### src/rtl/game_sched.sv
// Basketball match sequencer on the 1 Hz game tick: period clock, shot clock,
// per-team timeouts, inter-quarter breaks and the end-of-game hold.
module game_sched #(
  parameter logic [2:0] QUARTERS    = 3'd4,
  parameter logic [7:0] PERIOD_MIN  = 8'h12,
  parameter logic [7:0] SHOT_SEC    = 8'h24,
  parameter logic [7:0] TIMEOUT_SEC = 8'h60,
  parameter logic [7:0] BREAK_SEC   = 8'h15,
  parameter logic [1:0] TO_MAX      = 2'd2
) (
  input  logic       clk_1hz,
  input  logic       sys_rst,
  input  logic       start_btn,
  input  logic       pause_btn,
  input  logic       to_req_a,
  input  logic       to_req_b,
  input  logic       shot_rst,
  output logic [7:0] game_min,
  output logic [7:0] game_sec,
  output logic [7:0] shot_sec,
  output logic [7:0] aux_sec,
  output logic [2:0] quarter,
  output logic [2:0] state,
  output logic [1:0] to_left_a,
  output logic [1:0] to_left_b,
  output logic       clock_en,
  output logic       buzzer
);

  typedef enum logic [2:0] {
    StIdle    = 3'd0,
    StRun     = 3'd1,
    StPause   = 3'd2,
    StTimeout = 3'd3,
    StBreak   = 3'd4,
    StOver    = 3'd5
  } state_e;

  state_e     state_q, state_d;
  logic [7:0] game_min_q, game_min_d;
  logic [7:0] game_sec_q, game_sec_d;
  logic [7:0] shot_q, shot_d;
  logic [7:0] aux_q, aux_d;
  logic [2:0] quarter_q, quarter_d;
  logic [1:0] to_left_a_q, to_left_a_d;
  logic [1:0] to_left_b_q, to_left_b_d;
  logic       buzzer_q, buzzer_d;

  // Previous samples of the buttons; an edge is "high now, low last tick".
  logic start_prev_q, pause_prev_q, to_a_prev_q, to_b_prev_q, shot_prev_q;

  logic start_edge, pause_edge, to_a_edge, to_b_edge, shot_edge;
  logic to_a_fire, to_b_fire, period_expire;
  logic run_tick, load_init;
  logic [7:0] gdec_min, gdec_sec;

  function automatic logic [7:0] bcd_dec(input logic [7:0] v);
    logic [7:0] r;
    if (v == 8'h00) begin
      r = 8'h00;
    end else if (v[3:0] == 4'h0) begin
      r = {v[7:4] - 4'h1, 4'h9};
    end else begin
      r = {v[7:4], v[3:0] - 4'h1};
    end
    return r;
  endfunction

  assign start_edge    = start_btn & ~start_prev_q;
  assign pause_edge    = pause_btn & ~pause_prev_q;
  assign to_a_edge     = to_req_a & ~to_a_prev_q;
  assign to_b_edge     = to_req_b & ~to_b_prev_q;
  assign shot_edge     = shot_rst & ~shot_prev_q;
  assign to_a_fire     = to_a_edge && (to_left_a_q != 2'd0);
  assign to_b_fire     = to_b_edge && (to_left_b_q != 2'd0);
  assign period_expire = (game_min_q == 8'h00) && (game_sec_q == 8'h01);

  always_comb begin
    gdec_min = game_min_q;
    gdec_sec = game_sec_q;
    if (game_sec_q != 8'h00) begin
      gdec_sec = bcd_dec(game_sec_q);
    end else if (game_min_q != 8'h00) begin
      gdec_min = bcd_dec(game_min_q);
      gdec_sec = 8'h59;
    end
  end

  always_comb begin
    state_d     = state_q;
    game_min_d  = game_min_q;
    game_sec_d  = game_sec_q;
    shot_d      = shot_q;
    aux_d       = aux_q;
    quarter_d   = quarter_q;
    to_left_a_d = to_left_a_q;
    to_left_b_d = to_left_b_q;
    buzzer_d    = 1'b0;
    run_tick    = 1'b0;
    load_init   = 1'b0;

    case (state_q)
      StIdle: begin
        if (start_edge) state_d = StRun;
      end
      StRun: begin
        if (period_expire) begin
          run_tick = 1'b1;
          buzzer_d = 1'b1;
          if (quarter_q < QUARTERS) begin
            state_d = StBreak;
            aux_d   = BREAK_SEC;
          end else begin
            state_d = StOver;
          end
        end else if (to_a_fire) begin
          state_d     = StTimeout;
          to_left_a_d = to_left_a_q - 2'd1;
          aux_d       = TIMEOUT_SEC;
        end else if (to_b_fire) begin
          state_d     = StTimeout;
          to_left_b_d = to_left_b_q - 2'd1;
          aux_d       = TIMEOUT_SEC;
        end else if (pause_edge) begin
          state_d = StPause;
        end else begin
          run_tick = 1'b1;
        end
      end
      StPause: begin
        if (to_a_fire) begin
          state_d     = StTimeout;
          to_left_a_d = to_left_a_q - 2'd1;
          aux_d       = TIMEOUT_SEC;
        end else if (to_b_fire) begin
          state_d     = StTimeout;
          to_left_b_d = to_left_b_q - 2'd1;
          aux_d       = TIMEOUT_SEC;
        end else if (start_edge) begin
          state_d = StRun;
        end
        if (shot_edge) shot_d = SHOT_SEC;
      end
      StTimeout: begin
        aux_d = bcd_dec(aux_q);
        if (aux_q <= 8'h01) begin
          buzzer_d = 1'b1;
          state_d  = StPause;
        end
      end
      StBreak: begin
        aux_d = bcd_dec(aux_q);
        if ((aux_q <= 8'h01) || start_edge) begin
          quarter_d  = quarter_q + 3'd1;
          game_min_d = PERIOD_MIN;
          game_sec_d = 8'h00;
          shot_d     = SHOT_SEC;
          aux_d      = 8'h00;
          state_d    = StPause;
        end
      end
      StOver: begin
        if (start_edge) load_init = 1'b1;
      end
      default: load_init = 1'b1;
    endcase

    if (run_tick) begin
      game_min_d = gdec_min;
      game_sec_d = gdec_sec;
      if (shot_edge) begin
        shot_d = SHOT_SEC;
      end else if (shot_q == 8'h01) begin
        // The shot clock never shows 00: expiry reloads and sounds instead.
        shot_d   = SHOT_SEC;
        buzzer_d = 1'b1;
      end else begin
        shot_d = bcd_dec(shot_q);
      end
    end

    if (load_init) begin
      state_d     = StIdle;
      game_min_d  = PERIOD_MIN;
      game_sec_d  = 8'h00;
      shot_d      = SHOT_SEC;
      aux_d       = 8'h00;
      quarter_d   = 3'd1;
      to_left_a_d = TO_MAX;
      to_left_b_d = TO_MAX;
      buzzer_d    = 1'b0;
    end
  end

  always_ff @(posedge clk_1hz or negedge sys_rst) begin
    if (!sys_rst) begin
      state_q      <= StIdle;
      game_min_q   <= PERIOD_MIN;
      game_sec_q   <= 8'h00;
      shot_q       <= SHOT_SEC;
      aux_q        <= 8'h00;
      quarter_q    <= 3'd1;
      to_left_a_q  <= TO_MAX;
      to_left_b_q  <= TO_MAX;
      buzzer_q     <= 1'b0;
      start_prev_q <= 1'b0;
      pause_prev_q <= 1'b0;
      to_a_prev_q  <= 1'b0;
      to_b_prev_q  <= 1'b0;
      shot_prev_q  <= 1'b0;
    end else begin
      state_q      <= state_d;
      game_min_q   <= game_min_d;
      game_sec_q   <= game_sec_d;
      shot_q       <= shot_d;
      aux_q        <= aux_d;
      quarter_q    <= quarter_d;
      to_left_a_q  <= to_left_a_d;
      to_left_b_q  <= to_left_b_d;
      buzzer_q     <= buzzer_d;
      start_prev_q <= start_btn;
      pause_prev_q <= pause_btn;
      to_a_prev_q  <= to_req_a;
      to_b_prev_q  <= to_req_b;
      shot_prev_q  <= shot_rst;
    end
  end

  assign game_min  = game_min_q;
  assign game_sec  = game_sec_q;
  assign shot_sec  = shot_q;
  assign aux_sec   = aux_q;
  assign quarter   = quarter_q;
  assign state     = state_q;
  assign to_left_a = to_left_a_q;
  assign to_left_b = to_left_b_q;
  assign clock_en  = (state_q == StRun);
  assign buzzer    = buzzer_q;

endmodule
### config.mk
export PLATFORM = sky130hd
export DESIGN_NAME = game_sched
export DESIGN_NICKNAME = d
export VERILOG_FILES = /design/src/rtl/game_sched.sv
export SDC_FILE = /design/constraint.sdc
export NUM_CORES = 1
export LEC_CHECK = 0
export ABC_AREA = 1
export CAP_MARGIN = 20
export CORE_MARGIN = 3
export CORE_UTILIZATION = 40
export DETAILED_ROUTE_END_ITERATION = 8
export MAX_ROUTING_LAYER = met4
export PLACE_DENSITY = 0.66
export SLEW_MARGIN = 20
export SYNTH_ARGS = -nofsm -noshare
export SYNTH_HDL_FRONTEND = slang
export SYNTH_SLANG_ARGS = --single-unit
### constraint.sdc
create_clock -name clk_1hz -period 2.2 [get_ports clk_1hz]
set_input_delay 0.44 -clock clk_1hz [delete_from_list [all_inputs] [get_ports clk_1hz]]
set_output_delay 0.44 -clock clk_1hz [all_outputs]
set_load 0.03 [all_outputs]
**Word level (Yosys, flattened, before mapping)**

Index checks and enable logic that the tools add are counted.

- Add/sub/neg operators: 11
- $mul: 0
- Div/mod/pow operators: 0
- $lt $le $gt $ge: 2
- Equal/unequal tests: 20
- Shift-type cells: 0
- Muxes and demuxes: 72
- Bitwise operators: 10
- Reduce and logical (&&, ||, !) cells: 36

Operators by type and width:

| kind | count |
|---|---|
| 8-bit two-way mux | 32 |
| 3-bit two-way mux | 13 |
| 8-bit logical NOT | 4 |
| 8-bit case mux with 4 select lines | 1 |
| 4-bit by 1-bit subtractor with 4-bit output (second input constant) | 8 |
| 8-bit by 1-bit == test with 1-bit output (second input constant) | 2 |
| 4-bit logical NOT | 4 |
| 8-bit case mux with 2 select lines | 1 |
| 4-bit AND reduction | 4 |
| 8-bit nonzero test | 2 |
| 3-bit case mux with 5 select lines | 1 |
| 2-bit two-way mux | 7 |
| 1-bit two-way mux | 13 |
| 3-bit != test (second input constant) | 3 |
| 3-bit nonzero test | 3 |
| 8-bit by 1-bit <= comparator with 1-bit output (second input constant) | 1 |
| 4-bit by 1-bit != test with 1-bit output (second input constant) | 2 |
| 4-bit != test (second input constant) | 2 |
| 2-bit case mux with 2 select lines | 2 |
| 2-bit nonzero test | 4 |
| 3-bit by 2-bit == test with 1-bit output (second input constant) | 2 |
| 3-bit == test (second input constant) | 2 |
| 6-bit by 1-bit != test with 1-bit output (second input constant) | 1 |
| 6-bit by 2-bit != test with 1-bit output (second input constant) | 1 |
| other kinds (21) | 36 |

- Register bits: 48
- Latch bits: 0
- Memory bits (writable): 0
- Bits in read-only memories: 0
- Input port bits: 7
- Output and inout bits: 44
- Logic and storage cells: 168
- Memories kept: 0

**Longest topological paths before layout**

Gate-level depths: netlist of run 1.

- Word-level depth: 9
- Mapped depth: 12
- Mapped depth without buffers: 12

**Least setup slack after synthesis of run 1**

Ideal clock, no wire load.

- Path kind: reg2reg
- Start point: register game_min_q[5], in the netlist game_min[5]
- End point: register game_min_q[2], in the netlist game_min[2]
- Arrival: 1.767 ns
- Required time: 2.077 ns
- Slack: 0.310 ns
- Cell stages (with the launch flop): 12
- Buffers on the path: 0
- Period minus slack after synthesis: 1.890 ns
- Cells stage by stage: dfrtp_1 -> inv_1 -> ha_1 -> nand3_2 -> nor2_8 -> nand2_4 -> nand2_2 -> nand2_4 -> nand3_4 -> nand2_4 -> nand2_1 -> o21ai_2

- Longest elaborated chain between the ends: 6
- Elaborated cells between the ends (all ways): 15
- Classes of those cells: 2 x eq/ne; 7 x mux; 6 x reduce/logical

RTL lines:

| element | line | text |
|---|---|---|
| start: declaration | 40 | `logic [7:0] game_min_q, game_min_d;` |
| start signal: assignment | 213 | `game_min_q <= game_min_d;` |
| 8-bit logical NOT | 59, 76 |  |
| 1-bit logical AND or 8-bit two-way mux (tied branches) | 76, 59 |  |
| 1-bit two-way mux or 8-bit two-way mux (tied branches) | 107, 83 |  |
| 1-bit two-way mux or 8-bit two-way mux (tied branches) | 102, 81 |  |
| 3-bit by 1-bit != test with 1-bit output (no source line), or another cell as far along | - |  |
| 4-bit AND reduction (no source line) or 8-bit two-way mux (tied branches) | - |  |

Parallel ways exist; a longest one is shown, timed or not. The select of a mux whose other input is x is not followed.
A chain may end at the register's enable or synchronous reset.

**Worst setup path in the final report of run 1**

- Start point: register state_q[2], in the netlist state[2]
- End point: output state[2]

RTL lines:

| element | line | text |
|---|---|---|
| start: declaration | 39 | `state_e state_q, state_d;` |
| start signal: assignment | 197 | `state_q <= StIdle;` |
| start signal: assignment | 212 | `state_q <= state_d;` |
| end: declaration | 23 | `output logic [2:0] state,` |

No word-level cell between the ends.

==> results by group, run 1 <==
Power and ir drop
  – Switching part of the total: between 50% and 60%
  – Flop pwr share: 25.3%
  – Comb pwr share: a little under two thirds
  – Overall Power: approximately 0.0062 W
  – Maximum vdd drop: ~0.7 mV
  – Clock power share: around 11%
  – Pleak: 2.01 nW
  – NetSw: 0.00317 W
  – Int Pwr: 0.00307 W
  – P per Cell Area: 1530 nW/um^2

Final layout
  – FILL cells: about 800
  – Post-layout nets: around 520
  – Commonest non-fill, non-tap cell in the layout: nand2_1
  – Layout cells sized above 1: between 10% and 20%
  – Commonest cells after routing, fill and taps aside: 129 x nand2_1, 54 x inv_1, 48 x clkdlybuf4s50_1
  – Register Area: ~1200 um^2
  – Post-layout util: approximately half
  – Multi-input gate area: between 1500 and 2000 um^2
  – # diodes: 0
  – Area growth, synth to finish: 23.3%

Timing
  – Slew Limit Fails: 0
  – Setup TNS: 0 ns
  – Worst rel slew slack: slightly above 60%
  – Final period util: approximately 95%
  – Setup violators final: 0
  – Fin crit period: 2.09 ns
  – Unrepaired setup endpoints after global routing: no
  – Max Freq: 480 MHz
  – Layout Skew: approximately 0.0066 ns
  – Tightest hold margin: 0.134 ns
  – Slew @ Worst Pin: just under 0.6 ns
  – Hold Fails Final Rpt: 0

Floorplanning
  – Initial core utilization: 42.0%
  – Area of the die: between 9000 and 10000 um^2
  – Num rows: 32
  – I/O pin total: 51
  – Total core area: approximately 8000 um^2
  – Die X: just under 100 um
  – Die Ht: slightly below 100 um

Synthesis
  – Register area share after synthesis: 36.7%
  – Share of the synthesized area in the top cell type: 31.1%
  – Flops & latches, synth: 48
  – Post-Synth Adder-Cell Area: roughly 5.3%
  – Synth top area cells: dfrtp_1 31%, nand2_1 15%, inv_1 6.2%
  – Synth Area in Simple Gates: 38.4%
  – Compound-cell area share of the yosys netlist: 9.19%
  – Mux contribution to synthesized area: 0%
  – Synth Net Count: 460
  – Mean post-synth cell area: around 7.5 um^2
  – Xor and xnor area share after synthesis: around 2.4%
  – Mapped Area: 3290 um^2
  – Number of synthesis warnings: 0
  – Largest family of logic cells by synthesized area: simple AND/OR/NAND/NOR gates
  – Syn Inst Count: ~440
  – Area leader, netlist: dfrtp_1
  – Post-synth cell types: 35

Critical path
  – Startpoint class of the critical path: flop
  – Delay-heaviest family, CP: buffers and inverters
  – CP Class: flop to output port
  – Critical path, cell by cell: clkdlybuf4s50_1
  – R2r worst-path depth: 11
  – Critical path buffers and inverters: 1
  – Worst r2r src: game_min[4]
  – Crit. End Element: output port
  – Worst-path maximum fanout: 7
  – Critical Path RT: roughly 1.8 ns
  – Slowest Stage Delay on Critical Path: 0.75 ns
  – Slowest cell on the critical path: clkdlybuf4s50_1
  – Reg2reg setup slack: around 0.22 ns
  – Critical Path AT: approximately 1.7 ns
  – Reg2reg end: game_sec[7]

Global route
  – Vias in the first global route: approximately 2800
  – Largest net degree at the start of global routing: 27
  – GRT Resource Usage Total: 16.4%
  – First-pass GRT wire length: roughly 13000 um
  – Initial antenna violation count: 0
  – Remaining Overflow, GRT: 0

Place
  – Dpl hpwl: approximately 5700 um
  – Port-buffer cells: 50
  – Routability cong.: 0.886

CTS
  – Setup repair bufs after CTS: 0
  – H-tree depth: 2
  – Worst skew pair latency: approximately 0.30 ns
  – Worst-path clk slew: approximately 0.090 ns
  – CTS sink cnt: 48
  – CTS tree: yes
  – Num CTS Buffers: 5
  – Clk root buf: clkbuf_8
  – Clock Tree Buf Depth: 2

Routing
  – Initial drt markers: 150
  – Iteration count of the initial detailed-routing pass: 4
  – ANT nets after route: 0
  – Drt via density: between 4 and 5
  – Routed WL per cell: 12.2 um
  – Via count: ~3000
  – DRT Wirelength: approximately 7400 um
  – DR DRC count: 0

Flow run
  – Max-cap viol count: 0

Worst hold path
  – HP Class: input port to asynchronous set/reset pin

Status
  – Outcome: complete, no violations
-- metrics by stage --
step | cells | setup WS [ns] | area (um^2)
6_report | 601 | 0.115 | 4060
5_1_grt | 601 | 0.0115 | 4060
4_1_cts | 601 | 0.100 | 4060
3_5_place_dp | 593 | 0.122 | 3940
3_3_place_gp | 593 | 0.142 | 3940
2_1_floorplan | 439 | 0.310 | 3290
-- area by class of cell --
type                            instances  share of cell area [%]
Clock buffer                            7                    2.37
Clock inverter                          1                   0.739
Inverter                               64                    5.94
Multi-Input combinational cell        325                    44.8
Sequential cell                        48                    29.8
Tap cell                              102                    3.14
Timing Repair Buffer                   54                    13.2
-- logic make-up after synthesis --
kind of cell | after synthesis
simple gates | 252
buf+inv | 66
compound gates | 50
flops | 48
fa+ha+maj | 14
xor+xnor | 9
-- worst max path at each step --
| stage | from | endpoint | slack [ns] | cells past startpoint |
|---|---|---|---|---|
| after floorplan | game_min[5] | game_min[2] | 0.31 | 11 |
| after global placement | to_req_a | game_min[0] | 0.14 | 11 |
| after detailed placement | to_req_a | game_min[0] | 0.12 | 11 |
| after CTS | state[2] | state[2] | 0.10 | 1 |
| after global routing | state[2] | state[2] | 0.01 | 1 |
| final | state[2] | state[2] | 0.11 | 1 |
-- power by group through the flow --
stage | combinational, W | clock [W] | sequential, W
2_1_floorplan | 0.00230 | 0 | 0.00208
3_3_place_gp | 0.00390 | 0 | 0.00159
3_5_place_dp | 0.00396 | 0 | 0.00159
4_1_cts | 0.00398 | 0.000725 | 0.00158
5_1_grt | 0.00442 | 0.000759 | 0.00163
6_report | 0.00396 | 0.000704 | 0.00158
-- worst reg2reg max path: cells and delay by family (launching register included) --
family	cells	cell delay, ns
flops	1	0.39
buf+inv	1	0.12
fa+ha+maj	1	0.20
simple gates	9	1.17
-- metal layers --
metal	GRT usage [%]	part of all wire [%]
met4	2.59	0.79
met3	2.81	3.3
met2	26.6	47
met1	22.1	49
met5	-	0
-- timing repair --
item / in CTS / in global routing
gates resized for setup: 1 / 0
hold buffers: 0 / 0
endpoints found under the setup margin: 1 / 0
-- Yosys cell counts (all sizes together) --
cell type,n
a21oi,9
buf,2
or2,1
o21ai,27
nand3b,2
dfstp,7
a31oi,5
xor2,6
dfrtp,41
nor2,49
inv,61
o31ai,2
xnor2,3
o22ai,2
nand2,147
nor3,5
clkinv,3
nand3,36
o211ai,5
nand4,12
ha,14
-- sequential cells by signal, indices dropped and copies added (netlist names), 2 cells and up --
signal / cells
game_sec: 8
quarter: 3
to_left_a: 2
game_min: 8
to_left_b: 2
state: 3
shot_sec: 8
aux_sec: 8
Power figures use the tool's default switching activity.
==> inputs of run 2 (changes only) <==
GPL_ROUTABILITY_DRIVEN = 0   (was default)
==> results of run 2 <==
No change in the layout: final DEF, timing and power equal those of run 1.
